`config.mk`:
```
export PLATFORM = sky130hd
export DESIGN_NAME = sram_controller_port_arb
export DESIGN_NICKNAME = d
export VERILOG_FILES = /design/src/rtl/sram_controller_pkg.sv /design/src/rtl/sram_controller_arb_rd_pipe.sv /design/src/rtl/sram_controller_port_arb.sv
export SDC_FILE = /design/constraint.sdc
export NUM_CORES = 1
export LEC_CHECK = 0
export CAP_MARGIN = 0
export CORE_MARGIN = 4
export CORE_UTILIZATION = 30
export CTS_BUF_LIST = sky130_fd_sc_hd__clkbuf_4 sky130_fd_sc_hd__clkbuf_8
export CTS_CLUSTER_DIAMETER = 100
export CTS_CLUSTER_SIZE = 12
export DETAILED_ROUTE_END_ITERATION = 8
export GPL_TIMING_DRIVEN = 0
export PLACE_DENSITY = 0.63
export SLEW_MARGIN = 20
export SYNTH_ARGS = -nofsm -noshare
export SYNTH_HDL_FRONTEND = slang
export SYNTH_SLANG_ARGS = --single-unit
export TNS_END_PERCENT = 10
```
`constraint.sdc`:
```
create_clock -name hclk -period 1.82 [get_ports hclk]
set_input_delay 0.182 -clock hclk [delete_from_list [all_inputs] [get_ports hclk]]
set_output_delay 0.182 -clock hclk [all_outputs]
set_load 0.05 [all_outputs]
```
`src/rtl/sram_controller_pkg.sv`:
```
// Shared types for the SRAM port-0 arbiter: power FSM encodings, arbiter
// states, requester IDs and the SRAM command record.
package sram_controller_pkg;

   localparam logic [1:0] PWR_ACTIVE = 2'b00;
   localparam logic [1:0] PWR_SLEEP  = 2'b01;
   localparam logic [1:0] PWR_WAKEUP = 2'b10;

   typedef enum logic [1:0] {
      ARB_RUN   = 2'b00,
      ARB_DRAIN = 2'b01,
      ARB_HALT  = 2'b10
   } arb_state_t;

   typedef enum logic {
      REQ_HOST  = 1'b0,
      REQ_MAINT = 1'b1
   } req_id_t;

   typedef struct packed {
      logic        we;
      logic [7:0]  addr;
      logic [31:0] wdata;
      logic [3:0]  wmask;
   } sram_cmd_t;

endpackage

```
`src/rtl/sram_controller_arb_rd_pipe.sv`:
```
// Read-return tag pipeline: carries the requester ID of each read alongside
// the SRAM latency and steers sram_dout0 to that requester's rdata/rvalid.
module sram_controller_arb_rd_pipe
   import sram_controller_pkg::*;
#(
   parameter int RD_LAT = 1
)
(
   input  logic        hclk,
   input  logic        hreset_n,
   input  logic        i_push,
   input  req_id_t     i_pushId,
   input  logic [31:0] i_dout,
   output logic        o_busyNext,
   output logic        o_hRvalid,
   output logic [31:0] o_hRdata,
   output logic        o_mRvalid,
   output logic [31:0] o_mRdata
);

   logic [RD_LAT:0] r_valid;
   req_id_t         r_id [RD_LAT+1];
   logic            r_hRvalid;
   logic            r_mRvalid;
   logic [31:0]     r_hRdata;
   logic [31:0]     r_mRdata;
   logic            w_exitH;
   logic            w_exitM;

   assign w_exitH    = r_valid[RD_LAT] && (r_id[RD_LAT] == REQ_HOST);
   assign w_exitM    = r_valid[RD_LAT] && (r_id[RD_LAT] == REQ_MAINT);
   // The last stage is being consumed this cycle, so it does not keep the pipe busy.
   assign o_busyNext = i_push | (|r_valid[RD_LAT-1:0]);

   always_ff @(posedge hclk or negedge hreset_n) begin
      if (!hreset_n) begin
         r_valid   <= '0;
         for (int i = 0; i <= RD_LAT; i++) r_id[i] <= REQ_HOST;
         r_hRvalid <= 1'b0;
         r_mRvalid <= 1'b0;
         r_hRdata  <= '0;
         r_mRdata  <= '0;
      end else begin
         r_valid <= {r_valid[RD_LAT-1:0], i_push};
         r_id[0] <= i_pushId;
         for (int i = 1; i <= RD_LAT; i++) r_id[i] <= r_id[i-1];
         r_hRvalid <= w_exitH;
         r_mRvalid <= w_exitM;
         if (w_exitH) r_hRdata <= i_dout;
         if (w_exitM) r_mRdata <= i_dout;
      end
   end

   assign o_hRvalid = r_hRvalid;
   assign o_hRdata  = r_hRdata;
   assign o_mRvalid = r_mRvalid;
   assign o_mRdata  = r_mRdata;

endmodule

```
`src/rtl/sram_controller_port_arb.sv`:
```
// Port-0 arbiter/sequencer for the sky130 1RW1R SRAM: host vs maintenance
// grants, registered SRAM command, power drain. Optional: SRAM_ARB_STARVE_GUARD_EN.
module sram_controller_port_arb
   import sram_controller_pkg::*;
#(
   parameter int RD_LAT       = 1,
   parameter int STARVE_LIMIT = 8
)
(
   input  logic        hclk,
   input  logic        hreset_n,
   input  logic [1:0]  fsm_state,
   input  logic        h_req,
   input  logic        h_we,
   input  logic [7:0]  h_addr,
   input  logic [31:0] h_wdata,
   input  logic [3:0]  h_wmask,
   output logic        h_gnt,
   output logic        h_rvalid,
   output logic [31:0] h_rdata,
   input  logic        m_req,
   input  logic        m_we,
   input  logic [7:0]  m_addr,
   input  logic [31:0] m_wdata,
   input  logic [3:0]  m_wmask,
   output logic        m_gnt,
   output logic        m_rvalid,
   output logic [31:0] m_rdata,
   output logic        sram_csb0,
   output logic        sram_web0,
   output logic [7:0]  sram_addr0,
   output logic [31:0] sram_din0,
   output logic [3:0]  sram_wmask0,
   input  logic [31:0] sram_dout0,
   output logic        arb_idle,
   output logic [1:0]  arb_state
);

   if (RD_LAT < 1 || RD_LAT > 3 || STARVE_LIMIT < 1) begin : g_badParam
      $error("sram_controller_port_arb: RD_LAT must be 1..3 and STARVE_LIMIT >= 1");
   end

   arb_state_t  r_state;
   logic        r_csb0;
   logic        r_web0;
   logic [7:0]  r_addr;
   logic [31:0] r_din;
   logic [3:0]  r_wmask;
   logic        r_idle;
   logic        w_active;
   logic        w_run;
   logic        w_mForce;
   logic        w_hGnt;
   logic        w_mGnt;
   logic        w_anyGnt;
   logic        w_rdPush;
   logic        w_pipeBusyNext;
   sram_cmd_t   w_cmd;

   assign w_active = (fsm_state == PWR_ACTIVE);
   assign w_run    = (r_state == ARB_RUN);
   assign w_hGnt   = w_run & h_req & ~(w_mForce & m_req);
   assign w_mGnt   = w_run & m_req & (~h_req | w_mForce);
   assign w_anyGnt = w_hGnt | w_mGnt;

`ifdef SRAM_ARB_STARVE_GUARD_EN
   localparam int CW = $clog2(STARVE_LIMIT + 1);
   logic [CW-1:0] r_starve;

   assign w_mForce = (r_starve == CW'(STARVE_LIMIT));

   // Counts consecutive denied maintenance cycles; saturates at the limit.
   always_ff @(posedge hclk or negedge hreset_n) begin
      if (!hreset_n)            r_starve <= '0;
      else if (!m_req || w_mGnt) r_starve <= '0;
      else if (!w_mForce)        r_starve <= r_starve + CW'(1);
   end
`else
   assign w_mForce = 1'b0;
`endif

   always_comb begin
      w_cmd = '{we: h_we, addr: h_addr, wdata: h_wdata, wmask: h_wmask};
      if (w_mGnt) w_cmd = '{we: m_we, addr: m_addr, wdata: m_wdata, wmask: m_wmask};
   end

   assign w_rdPush = w_anyGnt & ~w_cmd.we;

   // State and the registered SRAM pins advance together so a grant in the
   // last RUN cycle still reaches the macro before DRAIN begins.
   always_ff @(posedge hclk or negedge hreset_n) begin
      if (!hreset_n) begin
         r_state <= ARB_HALT;
         r_csb0  <= 1'b1;
         r_web0  <= 1'b1;
         r_addr  <= '0;
         r_din   <= '0;
         r_wmask <= '0;
         r_idle  <= 1'b1;
      end else begin
         case (r_state)
            ARB_RUN:   if (!w_active) r_state <= ARB_DRAIN;
            ARB_DRAIN: begin
               if (r_idle)        r_state <= ARB_HALT;
               else if (w_active) r_state <= ARB_RUN;
            end
            default:   if (w_active) r_state <= ARB_RUN;
         endcase
         r_idle <= ~w_anyGnt & ~w_pipeBusyNext;
         if (w_anyGnt) begin
            r_csb0  <= 1'b0;
            r_web0  <= ~w_cmd.we;
            r_addr  <= w_cmd.addr;
            r_din   <= w_cmd.we ? w_cmd.wdata : 32'h0;
            r_wmask <= w_cmd.we ? w_cmd.wmask : 4'h0;
         end else begin
            r_csb0  <= 1'b1;
            r_web0  <= 1'b1;
         end
      end
   end

   sram_controller_arb_rd_pipe #(
      .RD_LAT (RD_LAT)
   ) u_rdPipe (
      .hclk       (hclk),
      .hreset_n   (hreset_n),
      .i_push     (w_rdPush),
      .i_pushId   (w_mGnt ? REQ_MAINT : REQ_HOST),
      .i_dout     (sram_dout0),
      .o_busyNext (w_pipeBusyNext),
      .o_hRvalid  (h_rvalid),
      .o_hRdata   (h_rdata),
      .o_mRvalid  (m_rvalid),
      .o_mRdata   (m_rdata)
   );

   assign h_gnt       = w_hGnt;
   assign m_gnt       = w_mGnt;
   assign sram_csb0   = r_csb0;
   assign sram_web0   = r_web0;
   assign sram_addr0  = r_addr;
   assign sram_din0   = r_din;
   assign sram_wmask0 = r_wmask;
   assign arb_idle    = r_idle;
   assign arb_state   = r_state;

endmodule

```
# Word level (Yosys, flattened, before mapping)
# Cells that the tools add are included.
# Widths: inputs -> output; s select.
# classes
eq_ne	2
mux	10
bitwise_logic	12
reduce_logical	4
# ops
op	n
$mux 45	1
$mux 32	1
$mux 2	3
$and 1x1->1	5
$not 1->1	5
$logic_not 2->1	2
$mux 4	1
$pmux 2 s2	1
$mux 1	3
$eq 2x1->1 const B	1
$logic_and 1x1->1	2
$ne 2x2->1 const B	1
$or 1x1->1	2
# totals
reg_bits	119
in_bits	128
output_inout_bits	117

# Logic depth before layout (Yosys ltp)
# Gate-level depths: netlist of run 1.
# depth
depth_word	9
mapped_depth	5
depth_no_buf	3

# By module
# From an unflattened synthesis of run 1, not the netlist that was laid out.
# unflattened
hier_cells	311
hier_area_um2	5036.1
# by_module_without_submodules
mod	instances	cells_per_inst	area_per_inst_um2	seq_area_each_um2
sram_controller_arb_rd_pipe	1	145	2716.4	1751.7
sram_controller_port_arb	1	166	2319.7	1231.2

# Worst setup path after synthesis of run 1
# No wires, ideal clock.
# synth_path
kind	reg2reg
startpoint	register r_state[0], in the netlist arb_state[0]
endpoint	register r_addr[0], in the netlist sram_addr0[0]
arrival_time_ns	1.904
required_ns	1.755
path_slack_ns	-0.149
stages_incl_launch_ff	4
synth_period_minus_slack_ns	1.969
path_cell_list	dfrtp_1 > nor3b_2 > a22o_1 > a21o_1
# synth_via
word_cells_on_any_way	6
cone_classes	mux: 1; bitwise: 4; reduce/logical: 1
# synth_rtl
element	line	text
from (decl)	sram_controller_port_arb.sv:43	arb_state_t r_state;
from (signal assigned)	sram_controller_port_arb.sv:93	r_state <= ARB_HALT;
from (signal assigned)	sram_controller_port_arb.sv:102	ARB_RUN: if (!w_active) r_state <= ARB_DRAIN;
from (signal assigned)	sram_controller_port_arb.sv:104	if (r_idle) r_state <= ARB_HALT;
$logic_not 2->1	sram_controller_port_arb.sv:61	assign w_run = (r_state == ARB_RUN);
$and 1x1->1	sram_controller_port_arb.sv:62	assign w_hGnt = w_run & h_req & ~(w_mForce & m_req);
named net h_gnt	sram_controller_port_arb.sv:18	output logic h_gnt,
$or 1x1->1	sram_controller_port_arb.sv:64	assign w_anyGnt = w_hGnt | w_mGnt;
to (signal assigned)	sram_controller_port_arb.sv:113	r_addr <= w_cmd.addr;
to (decl)	sram_controller_port_arb.sv:46	logic [7:0] r_addr;
# The timed path passes the listed nets, and every way through them passes these cells.
# A chain may end at the register's enable or synchronous reset.

# Worst setup path after layout of run 1
# layout_path
startpoint	register r_state[0], in the netlist arb_state[0]
endpoint	output m_gnt
# layout_via
elab_chain_len	3
# layout_rtl
element	line	text
$logic_not 2->1	sram_controller_port_arb.sv:61	
$and 1x1->1 (2 in series)	sram_controller_port_arb.sv:63	assign w_mGnt = w_run & m_req & (~h_req | w_mForce);
to (decl)	sram_controller_port_arb.sv:26	output logic m_gnt,
# Every way passes these cells.

==> reports/qor.txt, run 1 <==
Synth top area share: 0.578
htree depth: 4
Mapped Cells: 311
post-route ant nets: 0
Final Instance Area: 0.00822 mm^2
Yosys cell types: 29
Post-DP HPWL: 10600 um
CTS Buffer Depth: 2
post-synthesis compound-gate area fraction: 0.135
YS warnings: 0
Placement Setup Slack: -0.571 ns
IO Port Bufs: 244
drt first pass iters: 4
Final Slew Violations: 0
Post-Synth XOR/XNOR Area: 0
Avg Synthesized Cell Area: 16.0 um^2
CTS tree: built
part of the power in combinational logic: 0.575
routed vias: 3673
placed instance area: 0.00772 mm^2
setup TNS: 0 ns
f_max: 552 MHz
RSZ-0062 raised after global routing: true
die footprint: 0.0187 mm^2
static leakage: 0.00393 uW
initial core utilization: 0.310
worst hold path class: input port to asynchronous set/reset pin
global-route wire length before repair: 21500 um
Clk pwr share: 0.133
combinational family with the most area after synthesis: multiplexers
TritonCTS Buffers: 17
row cnt: 46
Setup crit start kind: register
Sink Count: 119
area delta synth->final: 65.2%
Worst Setup End Kind: primary output
post-synthesis simple-gate area fraction: 0.0163
PwrDens: 1920 mW/mm^2
Wirelength per Cell: 17.3 um
setup ws final: 0.00944 ns
Switching Fraction: 0.489
drt drc: 0
Final min period: 1.81 ns
GRT Residual Overflow: 0
area of the core: 0.0161 mm^2
share of cells above drive strength 1: 0.264
Post-Layout Cell Count: 814
Int Pwr: 8070 uW
crit path max fanout: 8
via/cell ratio: 4.51
top post-synthesis cells by area: dfrtp_1 (58%), mux2_2 (12%), o2bb2ai_2 (8.4%)
peak supply drop: 813 uV
outcome: complete, no violations
net count after synthesis: 439
clk slew on worst S/H paths: 0.07 ns
ratio of final minimum period to clock period: 0.995
Worst-Margin Slew: 0.602 ns
CP Data Arrival Time: 1.63 ns
Final Hold Vio Count: 0
dpl cells: 772
synthesized-area fraction occupied by adder cells: 0
switching power: 7720 uW
vias in the first global route: 3984
Final nets: 713
Initial DRC Count: 87
Clk Latency, worst-skew pair: 0.43 ns
initial antenna violation count: 0
final count of negative-setup-slack endpoints: 0
most common cell after layout, fill and taps aside: clkdlybuf4s50_1
final RePlAce weighted congestion: 0.759
chip height: 137 um
mux cell area share after synthesis: 0.217
Global Route Usage Sum: 0.153
pin count of the biggest net entering global routing: 73
Yosys reg bits: 119
Final Skew: 0.0105 ns
Die Wd: 137 um
Mapped Area: 0.00498 mm^2
sequential share of the synthesized area: 0.599
most frequent cells in the layout: clkdlybuf4s50_1 (129), dfrtp_1 (114), dlygate4sd2_1 (69)
Seq pwr share: 0.292
Slew HR: 0.599
cell at the root of the clock tree: clkbuf_8
path type of the worst setup path: register to primary output
final WL: 14100 um
Maximum Capacitance Violations: 0
WP data required: 1.64 ns
# IOs: 245
Yosys top cell by area: dfrtp_1
Tot Pwr: 15800 uW
ANT cells: 0
[timing repair]
item / in CTS / in global routing
hold buffers: 1 / 0
endpoints found under the hold margin: 46 / 0
setup buffers: 2 / 7
gates resized for setup: 87 / 52
setup endpoints to repair: 72 / 57
pin swaps: 1 / 1
[kinds of logic after synthesis]
group                  after synthesis
and+or+nand+nor                     10
DFF                                119
muxes                              100
buffers and inverters               23
AOI/OAI and AO/OA                   59
[worst max-delay path, cell delays in order, from the launching register on]
cell and delay, ns:
dfrtp_2 0.47, nor4b_4 0.33, buf_6 0.15, buf_12 0.12, buf_12 0.13
[power groups by stage]
stage               Sequential, uW  Clock [uW]  Combinational [uW]
floorplan                     8880           0                1940
global placement              4650           0                9520
detailed placement            4680           0                9600
CTS                           4640        2210                9120
global route                  4770        2350                9490
finish                        4610        2110                9070
[final timing paths]
path / from / end / slack (ns) / cells past startpoint
max in group asynchronous: hreset_n / u_rdPipe.o_mRdata[0]$_DFFE_PN0P_ / 0.87 / 3
hold reg to reg: u_rdPipe.r_id[1]$_DFF_PN0_ / u_rdPipe.r_id[0]$_DFF_PN0_ / 0.36 / 0
hold / removal: hreset_n / sram_addr0[0]$_DFFE_PN0N_ / 0.24 / 2
min in group hclk: u_rdPipe.r_id[1]$_DFF_PN0_ / u_rdPipe.r_id[0]$_DFF_PN0_ / 0.36 / 0
setup reg to reg: arb_state[0]$_DFFE_PN0P_ / sram_din0[8]$_DFFE_PN0N_ / 0.02 / 6
setup / recovery: arb_state[0]$_DFFE_PN0P_ / m_gnt / 0.009 / 4
[metrics by stage]
stage,hold WS (ns),utilization
finish,0.244,0.512
global route,0.267,0.512
CTS,0.232,0.500
detailed placement,0.156,0.481
global placement,0.335,0.479
floorplan,-0.114,-
[layer usage]
layer / global-route usage / wire (um) / vias up
met1: 0.178 / 5630 / 1781
met3: 0.0739 / 1450 / 12
met4: 0.0438 / 120 / 0
met5: 0 / 0 / -
li1: - / - / 1711
met2: 0.250 / 6890 / 169
[sequential cells by signal, indices dropped and copies added, names as in the netlist, 2 cells and up]
register,flops
u_rdPipe.r_valid,2
sram_addr0,8
sram_din0,32
u_rdPipe.o_hRdata,32
arb_state,2
u_rdPipe.r_id,2
u_rdPipe.o_mRdata,32
sram_wmask0,4
[cell usage after synthesis]
| cell | count |
|---|---|
| nor3b_2 | 1 |
| o2bb2ai_1 | 8 |
| buf_2 | 8 |
| nor2_1 | 1 |
| o21ai_1 | 1 |
| a21o_1 | 8 |
| buf_6 | 1 |
| mux2_1 | 12 |
| nand2_1 | 2 |
| a31oi_1 | 1 |
| clkbuf_1 | 2 |
| mux2_2 | 52 |
| and2_1 | 1 |
| a211oi_1 | 1 |
| o21ai_0 | 2 |
| o21ai_4 | 1 |
| dfrtp_1 | 115 |
| buf_4 | 6 |
| mux2i_1 | 36 |
| nor4b_4 | 1 |
| nand2b_1 | 1 |
| o2bb2ai_2 | 28 |
| o22ai_1 | 1 |
| nor2b_1 | 2 |
| buf_8 | 3 |
| and3b_1 | 1 |
| dfstp_2 | 4 |
| inv_1 | 3 |
| a22o_1 | 8 |
[cell type report]
cell class	count	area, um^2
Tap cell	216	270
Timing Repair Buffer	255	2580
Sequential cell	119	2980
Fill cell	1390	7840
Clock inverter	8	47.5
Clock buffer	24	312
Multi-Input combinational cell	169	1860
Inverter	3	11.3
Buffer	20	159
No activity file was read; power rests on OpenSTA's default activity.
==> inputs of run 2 (changes only) <==
- CTS_CLUSTER_SIZE: 12 -> unset
- PLACE_DENSITY: 0.63 -> 0.62
==> reports/qor.txt, run 2 (synthesized netlist as in run 1, its figures left out) <==
outcome: complete, no violations
setup TNS: 0 ns (unchanged)
path type of the worst setup path: register to register
pin count of the biggest net entering global routing: 62 (-15%)
Most Crowded Layer GR: met2
Sink Count: 119 (unchanged)
RSZ-0062 raised after global routing: true
Maximum Capacitance Violations: 0 (unchanged)
Clk Latency, worst-skew pair: 0.42 ns (about the same)
initial antenna violation count: 0 (unchanged)
GR Layer Usage met2: 0.251 (+0.00137)
peak supply drop: 881 uV (+8.4%)
row cnt: 46 (unchanged)
chip height: 137 um (unchanged)
die footprint: 0.0187 mm^2 (unchanged)
f_max: 551 MHz (-0.32%)
final count of negative-setup-slack endpoints: 0 (unchanged)
Worst Setup End Kind: register
Worst-Margin Slew: 0.582 ns (-0.0192 ns)
Placement Setup Slack: -0.585 ns (-0.0138 ns)
via/cell ratio: 4.55 (+0.83%)
Initial DRC Count: 76 (-13%)
Critical-path top delay cell: dfrtp_2
crit path max fanout: 10 (+2)
worst reg-to-reg setup slack: 0.004 ns (-0.02 ns)
Final Skew: 0.00897 ns (-0.00153 ns)
ratio of final minimum period to clock period: 0.998 (+0.00322)
Die Wd: 137 um (unchanged)
initial core utilization: 0.310 (unchanged)
GR Layer Usage met1: 0.182 (+0.00388)
reg-to-reg startpoint: arb_state[0]$_DFFE_PN0P_
most common cell after layout, fill and taps aside: clkdlybuf4s50_1
setup ws final: 0.00357 ns (-0.00587 ns)
vias in the first global route: 3993 (+0.23%)
placed instance area: 0.00772 mm^2 (unchanged)
GRT Residual Overflow: 0 (unchanged)
Post-DP HPWL: 10800 um (+1.6%)
CTS tree: built
dpl cells: 772 (unchanged)
Int Pwr: 8440 uW (+4.5%)
global-route wire length before repair: 21700 um (+0.74%)
met3 Use GR: 0.0629 (-0.0110)
drt drc: 0 (unchanged)
switching power: 7780 uW (+0.76%)
Final min period: 1.82 ns (+0.00587 ns)
routed vias: 3699 (+0.71%)
Final Slew Violations: 0 (unchanged)
most frequent cells in the layout: clkdlybuf4s50_1 (134), dfrtp_1 (114), dlygate4sd2_1 (55)
Tot Pwr: 16200 uW (+2.7%)
area delta synth->final: 67.2%
Final nets: 712 (-0.14%)
cell at the root of the clock tree: clkbuf_8
Crit path largest cell delay: 0.47 ns (about the same)
WP data required: 2.12 ns (+0.48 ns)
post-route ant nets: 0 (unchanged)
CTS Buffer Depth: 2 (unchanged)
IO Port Bufs: 244 (unchanged)
clk slew on worst S/H paths: 0.07 ns (about the same)
Global Route Usage Sum: 0.153 (about the same)
Wirelength per Cell: 17.7 um (+2.2%)
Switching Fraction: 0.480 (-0.00911)
CP Cell Sequence: nor4b_4, buf_6, buf_4, buf_8, mux2i_1, o2bb2ai_2
Final Instance Area: 0.00832 mm^2 (+1.2%)
# IOs: 245 (unchanged)
Post-Layout Cell Count: 813 (-0.12%)
part of the power in combinational logic: 0.565 (-0.010)
final RePlAce weighted congestion: 0.762 (+0.43%)
final WL: 14400 um (+2.0%)
PwrDens: 1950 mW/mm^2 (+1.4%)
TritonCTS Buffers: 17 (unchanged)
area of the core: 0.0161 mm^2 (unchanged)
number of cells on the worst reg-to-reg path: 6 (unchanged)
Slew HR: 0.612 (+0.0128)
ANT cells: 0 (unchanged)
CP Data Arrival Time: 2.12 ns (+0.49 ns)
Seq pwr share: 0.284 (-0.008)
Clk pwr share: 0.150 (+0.017)
Final Hold Vio Count: 0 (unchanged)
static leakage: 0.00402 uW (+2.2%)
worst hold path class: input port to asynchronous set/reset pin
drt first pass iters: 4 (unchanged)
Setup crit start kind: register
R2R Path End: sram_din0[6]$_DFFE_PN0N_
share of cells above drive strength 1: 0.268 (+0.00379)
htree depth: 4 (unchanged)
run 2: changes by cell type in the layout (fill, tap and decap cells not counted), moves of 2 or more:
cell,delta
mux2i_1,-3
dlymetal6s2s_1,+9
bufinv_16,+3
mux2i_2,+2
clkdlybuf4s50_1,+5
dlygate4sd2_1,-14
buf_4,-2
clkbuf_8,-4
run 2: area by class of cell:
type	count	area, um^2
clock buffer	19	249
sequential	119	2980
clock inverter	13	155
inverter	3	11.3
multi-input combinational	169	1880
fill	1376	7730
timing repair buffer	254	2610
buffer	20	159
tap	216	270
run 2: power groups by stage:
stage          Clock [uW]  Combinational (uW)  Sequential (uW)
2_1_floorplan           0                1940             8880
3_3_place_gp            0                9510             4660
3_5_place_dp            0                9590             4690
4_1_cts              2530                9240             4660
5_1_grt              2650                9540             4790
6_report             2440                9170             4610
run 2: worst max path at each step:
stage                                         from                            to  slack, ns  depth (start not counted)
after CTS                 arb_state[0]$_DFFE_PN0P_                         m_gnt      -0.08                          4
after global routing      arb_state[0]$_DFFE_PN0P_                         m_gnt      -0.08                          4
final                     arb_state[0]$_DFFE_PN0P_      sram_din0[6]$_DFFE_PN0N_      0.004                          6
after floorplan           arb_state[0]$_DFFE_PN0P_     sram_din0[23]$_DFFE_PN0N_       0.05                          5
after detailed placement                     h_req                         m_gnt      -0.59                          5
after global placement                    hreset_n  u_rdPipe.o_mRvalid$_DFF_PN0_      -3.95                          1
run 2: per-stage QoR:
stage | hold WS [ns] | util
CTS | 0.279 | 0.504
global route | 0.323 | 0.518
global placement | 0.336 | 0.479
finish | 0.290 | 0.518
detailed placement | 0.195 | 0.481
floorplan | -0.114 | -
run 2: repair_timing:
item,in CTS,in global routing
resized for setup,71,64
hold endpoints to repair,56,0
pin swaps,1,1
setup endpoints to repair,58,68
buffers inserted,2,6
hold buffers,1,0
run 2: metal layers:
layer	up-vias	share of wire
li1	1699	-
met1	1820	0.40
met2	167	0.50
met3	13	0.088
met4	0	0.010
met5	-	0
run 2: critical path: cells and delay by family (launching register included):
kind,cells,cell delay [ns]
AO/OA/AOI/OAI,1,0.08
buffers and inverters,3,0.54
flip-flops,1,0.47
multiplexers,1,0.28
AND/OR/NAND/NOR,1,0.32
